--- config.mk ---
export PLATFORM = sky130hd
export DESIGN_NAME = unidade_controle_rodadas
export DESIGN_NICKNAME = d
export VERILOG_FILES = /design/src/rtl/unidade_controle_rodadas_pkg.sv /design/src/rtl/unidade_controle_rodadas.sv
export SDC_FILE = /design/constraint.sdc
export NUM_CORES = 1
export LEC_CHECK = 0
export ABC_CLOCK_PERIOD_IN_PS = 4320
export CORE_AREA = 4 4 41 43
export DETAILED_ROUTE_END_ITERATION = 6
export DIE_AREA = 0 0 45 47
export PLACE_DENSITY = 0.62
export SLEW_MARGIN = 20
export SYNTH_ARGS = -nofsm -noshare
export SYNTH_HDL_FRONTEND = slang
export SYNTH_SLANG_ARGS = --single-unit
--- constraint.sdc ---
create_clock -name clock -period 4.32 [get_ports clock]
set_clock_uncertainty 0.1 [all_clocks]
set_input_delay 0.864 -clock clock [delete_from_list [all_inputs] [get_ports clock]]
set_output_delay 0.864 -clock clock [all_outputs]
set_load 0.01 [all_outputs]
--- src/rtl/unidade_controle_rodadas_pkg.sv ---
// State codes shared by the round-based game controller and anything that decodes db_estado.
// The codes are the values shown on the hexa7seg debug display.
package unidade_controle_rodadas_pkg;

    localparam int ESTADO_W = 4;

    typedef enum logic [ESTADO_W-1:0] {
        INICIAL       = 4'h0,
        PREPARACAO    = 4'h1,
        INICIA_RODADA = 4'h2,
        ESPERA_JOGADA = 4'h3,
        REGISTRA      = 4'h4,
        COMPARACAO    = 4'h5,
        PROX_JOGADA   = 4'h6,
        PROX_RODADA   = 4'h7,
        FIM_ACERTOU   = 4'hA,
        FIM_TIMEOUT   = 4'hD,
        FIM_ERROU     = 4'hE
    } estado_t;

    // End states wait for iniciar and hold the game verdict on the outputs.
    function automatic logic eh_estado_final(input estado_t e);
        return (e == FIM_ACERTOU) || (e == FIM_ERROU) || (e == FIM_TIMEOUT);
    endfunction

endpackage

--- src/rtl/unidade_controle_rodadas.sv ---
// Moore FSM sequencing the round-based memory game: round N replays positions 0..N, and the
// game ends on a wrong key, a timeout, or after the final round.
module unidade_controle_rodadas
    import unidade_controle_rodadas_pkg::*;
#(
    parameter bit ENABLE_TIMEOUT = 1'b1
) (
    input  logic                clock,
    input  logic                reset,
    input  logic                iniciar,
    input  logic                jogada,
    input  logic                igual,
    input  logic                enderecoIgualLimite,
    input  logic                fimL,
    input  logic                fimT,
    output logic                zeraE,
    output logic                contaE,
    output logic                zeraL,
    output logic                contaL,
    output logic                zeraR,
    output logic                registraR,
    output logic                zeraT,
    output logic                contaT,
    output logic                pronto,
    output logic                acertou,
    output logic                errou,
    output logic                errou_timeout,
    output logic [ESTADO_W-1:0] db_estado
);

    estado_t estado;
    estado_t proximo;
    logic    timeout_ativo;

    assign timeout_ativo = ENABLE_TIMEOUT & fimT;

    always_ff @(posedge clock or negedge reset) begin
        if (!reset) begin
            estado <= INICIAL;
        end else begin
            estado <= proximo;
        end
    end

    // A key press beats a coincident timeout; unused codes fall back to INICIAL.
    always_comb begin
        proximo = INICIAL;
        case (estado)
            INICIAL:       proximo = iniciar ? PREPARACAO : INICIAL;
            PREPARACAO:    proximo = INICIA_RODADA;
            INICIA_RODADA: proximo = ESPERA_JOGADA;
            ESPERA_JOGADA: begin
                if (jogada) begin
                    proximo = REGISTRA;
                end else if (timeout_ativo) begin
                    proximo = FIM_TIMEOUT;
                end else begin
                    proximo = ESPERA_JOGADA;
                end
            end
            REGISTRA:      proximo = COMPARACAO;
            COMPARACAO: begin
                if (!igual) begin
                    proximo = FIM_ERROU;
                end else if (!enderecoIgualLimite) begin
                    proximo = PROX_JOGADA;
                end else if (!fimL) begin
                    proximo = PROX_RODADA;
                end else begin
                    proximo = FIM_ACERTOU;
                end
            end
            PROX_JOGADA:   proximo = ESPERA_JOGADA;
            PROX_RODADA:   proximo = INICIA_RODADA;
            FIM_ACERTOU,
            FIM_ERROU,
            FIM_TIMEOUT:   proximo = iniciar ? PREPARACAO : estado;
            default:       proximo = INICIAL;
        endcase
    end

    always_comb begin
        zeraE         = 1'b0;
        contaE        = 1'b0;
        zeraL         = 1'b0;
        contaL        = 1'b0;
        zeraR         = 1'b0;
        registraR     = 1'b0;
        zeraT         = 1'b0;
        contaT        = 1'b0;
        pronto        = 1'b0;
        acertou       = 1'b0;
        errou         = 1'b0;
        errou_timeout = 1'b0;
        case (estado)
            PREPARACAO: begin
                zeraE = 1'b1;
                zeraL = 1'b1;
                zeraR = 1'b1;
                zeraT = 1'b1;
            end
            INICIA_RODADA: begin
                zeraE = 1'b1;
                zeraT = 1'b1;
            end
            ESPERA_JOGADA: contaT = ENABLE_TIMEOUT;
            REGISTRA: begin
                registraR = 1'b1;
                zeraT     = 1'b1;
            end
            PROX_JOGADA:   contaE = 1'b1;
            PROX_RODADA:   contaL = 1'b1;
            FIM_ACERTOU: begin
                pronto  = 1'b1;
                acertou = 1'b1;
            end
            FIM_ERROU: begin
                pronto = 1'b1;
                errou  = 1'b1;
            end
            FIM_TIMEOUT: begin
                pronto        = 1'b1;
                errou         = 1'b1;
                errou_timeout = 1'b1;
            end
            default: ;
        endcase
    end

    assign db_estado = estado;

endmodule
# Yosys cells after proc, flatten, opt, wreduce, memory -nomap -nowiden
# Cells that the tools add are included.
dict set report word_totals {
  ff_bits 4
  latch_bits 0
  ram_bits 0
  rom_bits 0
  input_bits 8
  out_inout_bits 16
  wordCells 38
  memories 0
}
dict set report classes {
  n_addsub 0
  multipliers 0
  n_div 0
  order_cmp 0
  eq_ne 11
  n_shift 0
  muxes 19
  bitwise 0
  reduce_logical 7
}
# op count
set ops {}
lappend ops {{case mux 4 bit (7 select lines)} 1}
lappend ops {{two-way mux 4 bit} 6}
lappend ops {{== test 4 x 3 -> 1 bit, second input constant} 4}
lappend ops {{== test 4 bit, second input constant} 3}
lappend ops {{two-way mux 1 bit} 12}
lappend ops {{== test 4 x 2 -> 1 bit, second input constant} 2}
lappend ops {{OR reduction 2 bit} 4}
lappend ops {{OR reduction 3 bit} 2}
lappend ops {{== test 4 x 1 -> 1 bit, second input constant} 1}
lappend ops {{logical NOT 4 bit} 1}
lappend ops {{inequality test 2 x 1 -> 1 bit, second input constant} 1}

# Longest topological paths before layout
# Gate-level depths: netlist of the first run.
dict set report depth {
  depth_word 4
  ltp_mapped 4
  ltp_nobuf 3
}

# Worst setup path before layout of the first run
# OpenSTA, ideal clock, no wires.
dict set report synth_timing {
  kind {register to output}
  from {register estado[0] (netlist: db_estado[0])}
  to {output zeraT}
  arrival_ns 1.361
  t_required_ns 3.356
  path_slack_ns 1.995
  stages_incl_launch_ff 5
  n_path_buf 1
  path_cell_list {dfrtp_1 > buf_4 > or2b_2 > a211oi_2 > or2_1}
}
dict set report synth_via {
  elab_chain_cells 3
  word_cells_on_any_way 5
  cone_classes {3 x eq/ne; 1 x mux; 1 x reduce/logical}
}
# item line
set synth_lines {}
lappend synth_lines {{start: declaration} unidade_controle_rodadas.sv:31} ;# estado_t estado;
lappend synth_lines {{start signal: assignment} unidade_controle_rodadas.sv:41} ;# estado <= proximo;
lappend synth_lines {{== test 4 x 3 -> 1 bit (tied with other cells)} unidade_controle_rodadas.sv:95} ;# case (estado)
lappend synth_lines {{OR reduction 3 bit (no line) *} --}
lappend synth_lines {{two-way mux 1 bit *} unidade_controle_rodadas.sv:95}
lappend synth_lines {{end: declaration} unidade_controle_rodadas.sv:22} ;# output logic zeraT,
# Mark *: on every way between the ends. The rest lies on a longest branch, timed or not.

# Final worst setup path of the first run
# Ends and elaborated chain as after synthesis.

==> report_table.html, run 1 <==
<table>
<tr><th>Metric</th><th>Value</th></tr>
<tr><th colspan="2">Place</th></tr>
<tr><td>Post-detailed-placement cell area</td><td>592 µm²</td></tr>
<tr><td>Placer Congestion</td><td>0.724</td></tr>
<tr><td>HPWL after detailed placement</td><td>832 µm</td></tr>
<tr><td>Count of port buffers added during placement</td><td>23</td></tr>
<tr><th colspan="2">Clock network</th></tr>
<tr><td>Max H-tree Level</td><td>1</td></tr>
<tr><td>Buffers from clock root to sink, at most</td><td>2</td></tr>
<tr><td>Number of buffers inserted during clock tree synthesis</td><td>3</td></tr>
<tr><td>Setup Fix Bufs, Post-CTS</td><td>0</td></tr>
<tr><td>CTS tree</td><td>yes</td></tr>
<tr><td>Count of clock tree sinks</td><td>4</td></tr>
<tr><td>Cell at the root of the clock tree</td><td>clkbuf_4</td></tr>
<tr><td>Clock insertion delay at the later pin of the skew report</td><td>230 ps</td></tr>
<tr><td>Clock-pin transition on the worst setup and hold timing paths</td><td>40 ps</td></tr>
<tr><td>Hold buffer count at cts</td><td>0</td></tr>
<tr><td>Post-CTS sizing</td><td>0</td></tr>
<tr><th colspan="2">Setup path</th></tr>
<tr><td>Beginning of the critical path</td><td>db_estado[0]</td></tr>
<tr><td>Maximum fanout count along the critical path</td><td>10</td></tr>
<tr><td>Endpoint of the most critical register-to-register path</td><td>db_estado[0]</td></tr>
<tr><td>Crit Path Category</td><td>reg2out</td></tr>
<tr><td>Nature of the critical path startpoint</td><td>flip-flop</td></tr>
<tr><td>Required arrival time at the worst endpoint</td><td>3360 ps</td></tr>
<tr><td>Reg2Reg Launch Point</td><td>db_estado[3]</td></tr>
<tr><td>R2r worst-path depth</td><td>3</td></tr>
<tr><td>Kind of end point of the critical path</td><td>output pin</td></tr>
<tr><td>Signal arrival time at the worst endpoint</td><td>1990 ps</td></tr>
<tr><td>CP Capture Point</td><td>zeraT</td></tr>
<tr><td>FF-to-FF setup slack</td><td>2710 ps</td></tr>
<tr><th colspan="2">Synthesis</th></tr>
<tr><td>Proportion of synthesized area in mux cells</td><td>0</td></tr>
<tr><td>Simple-gate area share of the yosys netlist</td><td>0.318</td></tr>
<tr><td>Mean instance size in the synthesized netlist</td><td>8.21 µm²</td></tr>
<tr><td>Number of flops mapped to enable cells by yosys</td><td>0</td></tr>
<tr><td>Cell area after synthesis</td><td>378 µm²</td></tr>
<tr><td>Largest area contributor in the synthesized netlist</td><td>dfrtp_1</td></tr>
<tr><td>Complex-gate fraction of the synthesized area</td><td>0.295</td></tr>
<tr><td>Count of unique library cells instantiated by Yosys</td><td>25</td></tr>
<tr><td>Share of async-settable or async-resettable flops after synthesis</td><td>1.00</td></tr>
<tr><td>Share of the synthesized netlist area taken by xor and xnor gates</td><td>0</td></tr>
<tr><td>Largest family of logic cells by synthesized area</td><td>simple AND/OR/NAND/NOR gates</td></tr>
<tr><td>Proportion of synthesized chip area in sequential cells</td><td>0.265</td></tr>
<tr><td>Net count after synthesis</td><td>54</td></tr>
<tr><td>Top cells by instance count after synthesis</td><td>buf_4 (4), dfrtp_1 (4), nand2_1 (4), nor2_1 (4), nor3_1 (4)</td></tr>
<tr><td>Yosys warns</td><td>0</td></tr>
<tr><td>Share of synthesized cell area in full adder, half adder and majority cells</td><td>0</td></tr>
<tr><td>Synth Instances</td><td>46</td></tr>
<tr><td>Fraction of synthesized cell area taken by the top area cell type</td><td>0.265</td></tr>
<tr><td>Register bit total from synthesis</td><td>4</td></tr>
<tr><td>Leading post-synthesis cells by cell area</td><td>dfrtp_1 (26%), buf_4 (7.9%), a221o_1 (5.3%)</td></tr>
<tr><td>Post-synth top flop</td><td>dfrtp_1</td></tr>
<tr><th colspan="2">Detailed routing</th></tr>
<tr><td>Remaining routing DRC violations</td><td>0</td></tr>
<tr><td>Pre-antenna DRT Iters</td><td>4</td></tr>
<tr><td>Detailed-route wire length</td><td>1080 µm</td></tr>
<tr><td>Antenna violation net count after detailed routing</td><td>0</td></tr>
<tr><td>Mean routed wirelength per cell</td><td>13.1 µm</td></tr>
<tr><td>Vias per inst</td><td>5.02</td></tr>
<tr><td>Number of design-rule violations left by the first detailed-router iteration</td><td>10</td></tr>
<tr><td>Total number of vias</td><td>412</td></tr>
<tr><th colspan="2">GRT</th></tr>
<tr><td>Via count of the first global-routing pass</td><td>399</td></tr>
<tr><td>Maximum number of pins on one net before global-route repair</td><td>13</td></tr>
<tr><td>GRT overflow</td><td>0</td></tr>
<tr><td>Initial antenna violation count</td><td>0</td></tr>
<tr><td>Wire length of the first global-routing pass</td><td>1640 µm</td></tr>
<tr><td>GRT Total Usage</td><td>0.104</td></tr>
<tr><th colspan="2">Power and ir drop</th></tr>
<tr><td>Areal power density over the cells</td><td>676 nW/µm²</td></tr>
<tr><td>Maximum ir drop on the vdd rail</td><td>0.273 mV</td></tr>
<tr><td>Leakage power of the design</td><td>0.239 nW</td></tr>
<tr><th colspan="2">STA</th></tr>
<tr><td>RSZ-0062 raised after global routing</td><td>false</td></tr>
<tr><td>Total of endpoints with negative setup slack in the final report</td><td>0</td></tr>
<tr><td>Max transition margin</td><td>0.741</td></tr>
<tr><td>Max frequency</td><td>338 MHz</td></tr>
<tr><td>Tcrit/Tclk final</td><td>0.684</td></tr>
<tr><td>Max-slew violations</td><td>0</td></tr>
<tr><td>Transition time of the tightest slew-check pin</td><td>385 ps</td></tr>
<tr><td>Final hold slack</td><td>624 ps</td></tr>
<tr><td>Total negative setup slack</td><td>0 ps</td></tr>
<tr><td>Final hold violations</td><td>0</td></tr>
<tr><td>Final critical delay including setup and external delays</td><td>2960 ps</td></tr>
<tr><th colspan="2">Min path</th></tr>
<tr><td>Cells on Worst Hold Path</td><td>1</td></tr>
<tr><td>Start point of the worst hold path</td><td>db_estado[0]</td></tr>
<tr><td>Path class of the lowest-slack min-delay path</td><td>reg2reg</td></tr>
<tr><th colspan="2">Floorplan</th></tr>
<tr><td>Initial core utilization</td><td>0.290</td></tr>
<tr><td>Std-Cell Core Area</td><td>1300 µm²</td></tr>
<tr><td>Area enclosed by the die boundary</td><td>2120 µm²</td></tr>
<tr><td>Die Span Y</td><td>47 µm</td></tr>
<tr><td>Die width</td><td>45 µm</td></tr>
<tr><td>Row cnt</td><td>13</td></tr>
<tr><td>I/O pin total</td><td>24</td></tr>
<tr><th colspan="2">Cells and area</th></tr>
<tr><td>Net total in the final layout</td><td>77</td></tr>
<tr><td>Fill count</td><td>141</td></tr>
<tr><td>Total area of sequential cells</td><td>100 µm²</td></tr>
<tr><td>Ratio of cells with drive above 1 in the final layout</td><td>0.134</td></tr>
<tr><td>Number of flip-flops in the largest register</td><td>4</td></tr>
<tr><td>Total inserted antenna cells</td><td>0</td></tr>
<tr><td>Final non-filler cell area</td><td>614 µm²</td></tr>
<tr><td>Area taken by multi-input logic gates</td><td>231 µm²</td></tr>
<tr><td>Area growth syn-to-layout</td><td>62.6%</td></tr>
<tr><th colspan="2">Flow run</th></tr>
<tr><td>Max-cap violation count</td><td>0</td></tr>
<tr><th colspan="2">Outcome</th></tr>
<tr><td>Status</td><td>finished, final reports clean</td></tr>
</table>
==> area by class of cell <==
cell class	count	area share
Sequential cell	4	0.163
Inverter	3	0.0183
Timing Repair Buffer	23	0.375
Clock buffer	3	0.0367
Multi-Input combinational cell	34	0.377
Tap cell	15	0.0305
==> cell usage in the layout, fill, tap and decap left out, drive strengths merged <==
cell,netlist,layout
nand2,4,4
or2b,1,1
o21ba,1,1
a211oi,2,2
or4,1,1
a22o,1,1
clkbuf,0,3
nand2b,2,2
nand3b,1,1
nor2,4,4
dfrtp,4,4
or2,1,1
a21o,1,1
o21bai,1,1
nor4,2,2
a221o,2,2
and2,1,1
nor3,4,4
a21oi,2,2
inv,3,3
a221oi,2,2
clkdlybuf4s50,0,23
a311oi,1,1
==> critical path, stage by stage, from the launching register on <==
cell             delay, ps
dfrtp_1                490
or2b_2                 390
a211oi_2               220
or2_1                  130
clkdlybuf4s50_1        530
==> power breakdown <==
group | leakage (nW) | switching [mW] | internal, mW | total [mW]
Combinational | 0.176 | 0.109 | 0.160 | 0.269
Sequential | 0.0495 | 0.0471 | 0.0538 | 0.101
Clock | 0.0138 | 0.0144 | 0.0310 | 0.0454
==> layer usage <==
layer  wire (µm)  vias to the layer above  GRT usage  part of all wire
li1            -                      214          -                 -
met1         517                      184      0.155              0.48
met2         503                       14      0.136              0.47
met3          56                        0     0.0460             0.052
met4           0                        0     0.0175                 0
met5           0                        -          0                 0
==> through the flow <==
stage / cells / utilization / power (mW) / worst slack [ps]
2_1_floorplan: 46 / - / 0.259 / 1990
6_report: 82 / 0.472 / 0.415 / 1360
4_1_cts: 82 / 0.472 / 0.421 / 1340
3_5_place_dp: 79 / 0.455 / 0.372 / 1590
5_1_grt: 82 / 0.472 / 0.447 / 1280
3_3_place_gp: 79 / 0.455 / 0.375 / 1580
==> cells by family (layout without fill, tap and decap cells) <==
kind of cell           count (synthesis)  count (layout)
AND/OR/NAND/NOR                       21              21
AO/OA/AOI/OAI                         13              13
buffers and inverters                  8              29
flip-flops                             4               4
==> worst min path at each step <==
stage              endpoint  slack, ps
2_1_floorplan  db_estado[0]        470
3_3_place_gp   db_estado[1]        640
3_5_place_dp   db_estado[1]        630
4_1_cts        db_estado[1]        630
5_1_grt        db_estado[1]        680
6_report       db_estado[1]        620
(Power assumes the default switching activity.)
==> run 2, diff against run 1 <==
--- a/config.mk
+++ b/config.mk
@@ -5,7 +5,7 @@
 export SDC_FILE = /design/constraint.sdc
 export NUM_CORES = 1
 export LEC_CHECK = 0
-export ABC_CLOCK_PERIOD_IN_PS = 4320
+export ABC_CLOCK_PERIOD_IN_PS = 2800
 export CORE_AREA = 4 4 41 43
 export DETAILED_ROUTE_END_ITERATION = 6
 export DIE_AREA = 0 0 45 47
==> constraint.sdc (replaced) <==
create_clock -name clock -period 2.8 [get_ports clock]
set_clock_uncertainty 0.1 [all_clocks]
set_input_delay 0.56 -clock clock [delete_from_list [all_inputs] [get_ports clock]]
set_output_delay 0.56 -clock clock [all_outputs]
set_load 0.01 [all_outputs]
==> run 2 against run 1 <==
- non-clock buffer count up 2
- sequential power up 34%
- die area unchanged
- global-route usage up 2.4 points
- clock power up 54%
- sequential share of layout area down 0.39 points
- via count up 3.9%
- largest power group unchanged
==> report_table.html, run 2 (synthesis results as in run 1) <==
<table>
<tr><th>Metric</th><th>Value</th></tr>
<tr><th colspan="2">STA</th></tr>
<tr><td>Tcrit/Tclk final</td><td>0.938</td></tr>
<tr><td>Setup WS post-layout</td><td>173 ps (-1190 ps)</td></tr>
<tr><td>Max frequency</td><td>381 MHz</td></tr>
<tr><td>Final hold slack</td><td>427 ps (-198 ps)</td></tr>
<tr><td>Max transition margin</td><td>0.777 (+0.0363)</td></tr>
<tr><td>Total of endpoints with negative setup slack in the final report</td><td>0 (unchanged)</td></tr>
<tr><td>Final hold violations</td><td>0 (unchanged)</td></tr>
<tr><td>Total negative setup slack</td><td>0 ps (unchanged)</td></tr>
<tr><td>RSZ-0062 raised after global routing</td><td>false</td></tr>
<tr><td>Final critical delay including setup and external delays</td><td>2630 ps</td></tr>
<tr><td>Max-slew violations</td><td>0 (unchanged)</td></tr>
<tr><td>Transition time of the tightest slew-check pin</td><td>334 ps (-50.9 ps)</td></tr>
<tr><th colspan="2">Power and ir drop</th></tr>
<tr><td>Sw Ratio</td><td>0.409 (about the same)</td></tr>
<tr><td>Total power of the final layout</td><td>663 µW (+60%)</td></tr>
<tr><td>Cell-internal power</td><td>391 µW (+60%)</td></tr>
<tr><td>Switching power of the nets</td><td>271 µW (+59%)</td></tr>
<tr><td>Maximum ir drop on the vdd rail</td><td>0.420 mV (+54%)</td></tr>
<tr><td>Part of the total power dissipated in the clock network</td><td>0.106 (-0.003)</td></tr>
<tr><td>Leakage power of the design</td><td>0.249 nW (+4.4%)</td></tr>
<tr><td>Share of power burned in registers</td><td>0.204 (-0.039)</td></tr>
<tr><td>Combinational share of power</td><td>0.690 (+0.042)</td></tr>
<tr><td>Areal power density over the cells</td><td>1050 nW/µm² (+56%)</td></tr>
<tr><th colspan="2">Setup path</th></tr>
<tr><td>Signal arrival time at the worst endpoint</td><td>1970 ps (-20 ps)</td></tr>
<tr><td>Maximum fanout count along the critical path</td><td>10 (unchanged)</td></tr>
<tr><td>Nature of the critical path startpoint</td><td>flip-flop</td></tr>
<tr><td>Crit Path Category</td><td>reg2out</td></tr>
<tr><td>Kind of end point of the critical path</td><td>output pin</td></tr>
<tr><td>Required arrival time at the worst endpoint</td><td>2140 ps (-1220 ps)</td></tr>
<tr><th colspan="2">Outcome</th></tr>
<tr><td>Status</td><td>finished, final reports clean</td></tr>
<tr><th colspan="2">Cells and area</th></tr>
<tr><td>Final non-filler cell area</td><td>629 µm² (+2.4%)</td></tr>
<tr><td>Util after Layout</td><td>0.484 (+0.0115)</td></tr>
<tr><td>Ratio of cells with drive above 1 in the final layout</td><td>0.159 (+0.0251)</td></tr>
<tr><td>Total inserted antenna cells</td><td>0 (unchanged)</td></tr>
<tr><td>Leading cell types in the layout, fill and taps excluded</td><td>clkdlybuf4s50_1 (23), nor3_1 (4), nand2_1 (4), nor2_1 (4), dfrtp_1 (4)</td></tr>
<tr><td>Number of flip-flops in the largest register</td><td>4 (unchanged)</td></tr>
<tr><td>Post-layout instance count excluding filler cells</td><td>84 (+2.4%)</td></tr>
<tr><td>Area growth syn-to-layout</td><td>66.6%</td></tr>
<tr><td>Most frequent standard cell in the layout excluding fill and tap cells</td><td>clkdlybuf4s50_1</td></tr>
<tr><td>Net total in the final layout</td><td>79 (+2.6%)</td></tr>
<tr><th colspan="2">Floorplan</th></tr>
<tr><td>Die width</td><td>45 µm (unchanged)</td></tr>
<tr><td>Row cnt</td><td>13 (unchanged)</td></tr>
<tr><td>Initial core utilization</td><td>0.290 (unchanged)</td></tr>
<tr><td>I/O pin total</td><td>24 (unchanged)</td></tr>
<tr><td>Area enclosed by the die boundary</td><td>2120 µm² (unchanged)</td></tr>
<tr><td>Std-Cell Core Area</td><td>1300 µm² (unchanged)</td></tr>
<tr><td>Die Span Y</td><td>47 µm (unchanged)</td></tr>
<tr><th colspan="2">Detailed routing</th></tr>
<tr><td>Antenna violation net count after detailed routing</td><td>0 (unchanged)</td></tr>
<tr><td>Detailed-route wire length</td><td>1130 µm (+5.2%)</td></tr>
<tr><td>Pre-antenna DRT Iters</td><td>2 (-2)</td></tr>
<tr><td>Remaining routing DRC violations</td><td>0 (unchanged)</td></tr>
<tr><td>Mean routed wirelength per cell</td><td>13.5 µm (+2.7%)</td></tr>
<tr><td>Vias per inst</td><td>5.10 (+1.4%)</td></tr>
<tr><td>Number of design-rule violations left by the first detailed-router iteration</td><td>6 (-4)</td></tr>
<tr><td>Total number of vias</td><td>428 (+3.9%)</td></tr>
<tr><th colspan="2">Clock network</th></tr>
<tr><td>Number of buffers inserted during clock tree synthesis</td><td>3 (unchanged)</td></tr>
<tr><td>Cell at the root of the clock tree</td><td>clkbuf_4</td></tr>
<tr><td>CTS tree</td><td>yes</td></tr>
<tr><td>Setup Fix Bufs, Post-CTS</td><td>0 (unchanged)</td></tr>
<tr><td>Hold buffer count at cts</td><td>0 (unchanged)</td></tr>
<tr><td>Buffers from clock root to sink, at most</td><td>2 (unchanged)</td></tr>
<tr><td>Post-CTS sizing</td><td>0 (unchanged)</td></tr>
<tr><td>Count of clock tree sinks</td><td>4 (unchanged)</td></tr>
<tr><td>Clock-pin transition on the worst setup and hold timing paths</td><td>40 ps (about the same)</td></tr>
<tr><td>Clock insertion delay at the later pin of the skew report</td><td>230 ps (about the same)</td></tr>
<tr><td>Max H-tree Level</td><td>1 (unchanged)</td></tr>
<tr><th colspan="2">GRT</th></tr>
<tr><td>Wire length of the first global-routing pass</td><td>1950 µm (+19%)</td></tr>
<tr><td>Via count of the first global-routing pass</td><td>441 (+11%)</td></tr>
<tr><td>GRT overflow</td><td>0 (unchanged)</td></tr>
<tr><td>Maximum number of pins on one net before global-route repair</td><td>12 (-1)</td></tr>
<tr><td>GRT Total Usage</td><td>0.127 (+0.0238)</td></tr>
<tr><td>Initial antenna violation count</td><td>0 (unchanged)</td></tr>
<tr><th colspan="2">Place</th></tr>
<tr><td>Post-detailed-placement cell area</td><td>607 µm² (+2.5%)</td></tr>
<tr><td>Placer Congestion</td><td>0.717 (-1.0%)</td></tr>
<tr><td>Placed Cells</td><td>81 (+2.5%)</td></tr>
<tr><td>Count of port buffers added during placement</td><td>23 (unchanged)</td></tr>
<tr><td>HPWL after detailed placement</td><td>931 µm (+12%)</td></tr>
<tr><td>Worst slack after detailed placement</td><td>409 ps (-1180 ps)</td></tr>
<tr><th colspan="2">Min path</th></tr>
<tr><td>Path class of the lowest-slack min-delay path</td><td>in2async</td></tr>
<tr><th colspan="2">Flow run</th></tr>
<tr><td>Max-cap violation count</td><td>0 (unchanged)</td></tr>
</table>
[run 2: cell count changes in the layout (fill, tap and decap cells not counted)]
cell   before  now
buf_4       0    2
[run 2: critical path, cell delays in order (launching register included)]
cell             delay [ps]
dfrtp_1                 480
or2b_2                  390
a211oi_2                210
or2_1                   120
clkdlybuf4s50_1         530
[run 2: routing by layer]
layer / share of wire / global-route usage / vias up
met3: 0.044 / 0.0498 / 0
met5: 0 / 0 / -
met2: 0.48 / 0.178 / 12
li1: - / - / 219
met4: 0 / 0.0526 / 0
met1: 0.47 / 0.174 / 197
[run 2: power by group through the flow]
stage | combinational [mW] | clock, mW | sequential [mW]
2_1_floorplan | 0.289 | 0 | 0.110
3_5_place_dp | 0.457 | 0 | 0.136
6_report | 0.457 | 0.0701 | 0.135
5_1_grt | 0.491 | 0.0836 | 0.145
4_1_cts | 0.459 | 0.0740 | 0.135
3_3_place_gp | 0.457 | 0 | 0.134
[run 2: area by class of cell]
type	instances	area, µm²
Clock buffer	3	22.5
Fill cell	144	672
Sequential cell	4	100
Tap cell	15	18.8
Timing Repair Buffer	25	245
Inverter	3	11.3
Multi-Input combinational cell	34	231
[run 2: path summary, 6_finish.rpt]
| path | from | to | slack, ps | cells past startpoint |
|---|---|---|---|---|
| worst max-delay path | db_estado[0] | zeraT | 170 | 4 |
| worst min-delay path | reset | db_estado[1] | 430 | 1 |
| worst max register to register | db_estado[2] | db_estado[2] | 1230 | 4 |
| worst min register to register | db_estado[3] | db_estado[1] | 570 | 2 |
| max in group asynchronous | reset | db_estado[3] | 2010 | 1 |
| min in group clock | db_estado[3] | db_estado[1] | 570 | 2 |
==> run 3, diff against run 2 <==
--- a/config.mk
+++ b/config.mk
@@ -6,6 +6,7 @@
 export NUM_CORES = 1
 export LEC_CHECK = 0
 export ABC_CLOCK_PERIOD_IN_PS = 2800
+export CAP_MARGIN = 20
 export CORE_AREA = 4 4 41 43
 export DETAILED_ROUTE_END_ITERATION = 6
 export DIE_AREA = 0 0 45 47
==> results of run 3 <==
Same layout as run 2: the final DEF is identical, and so are final timing and power.
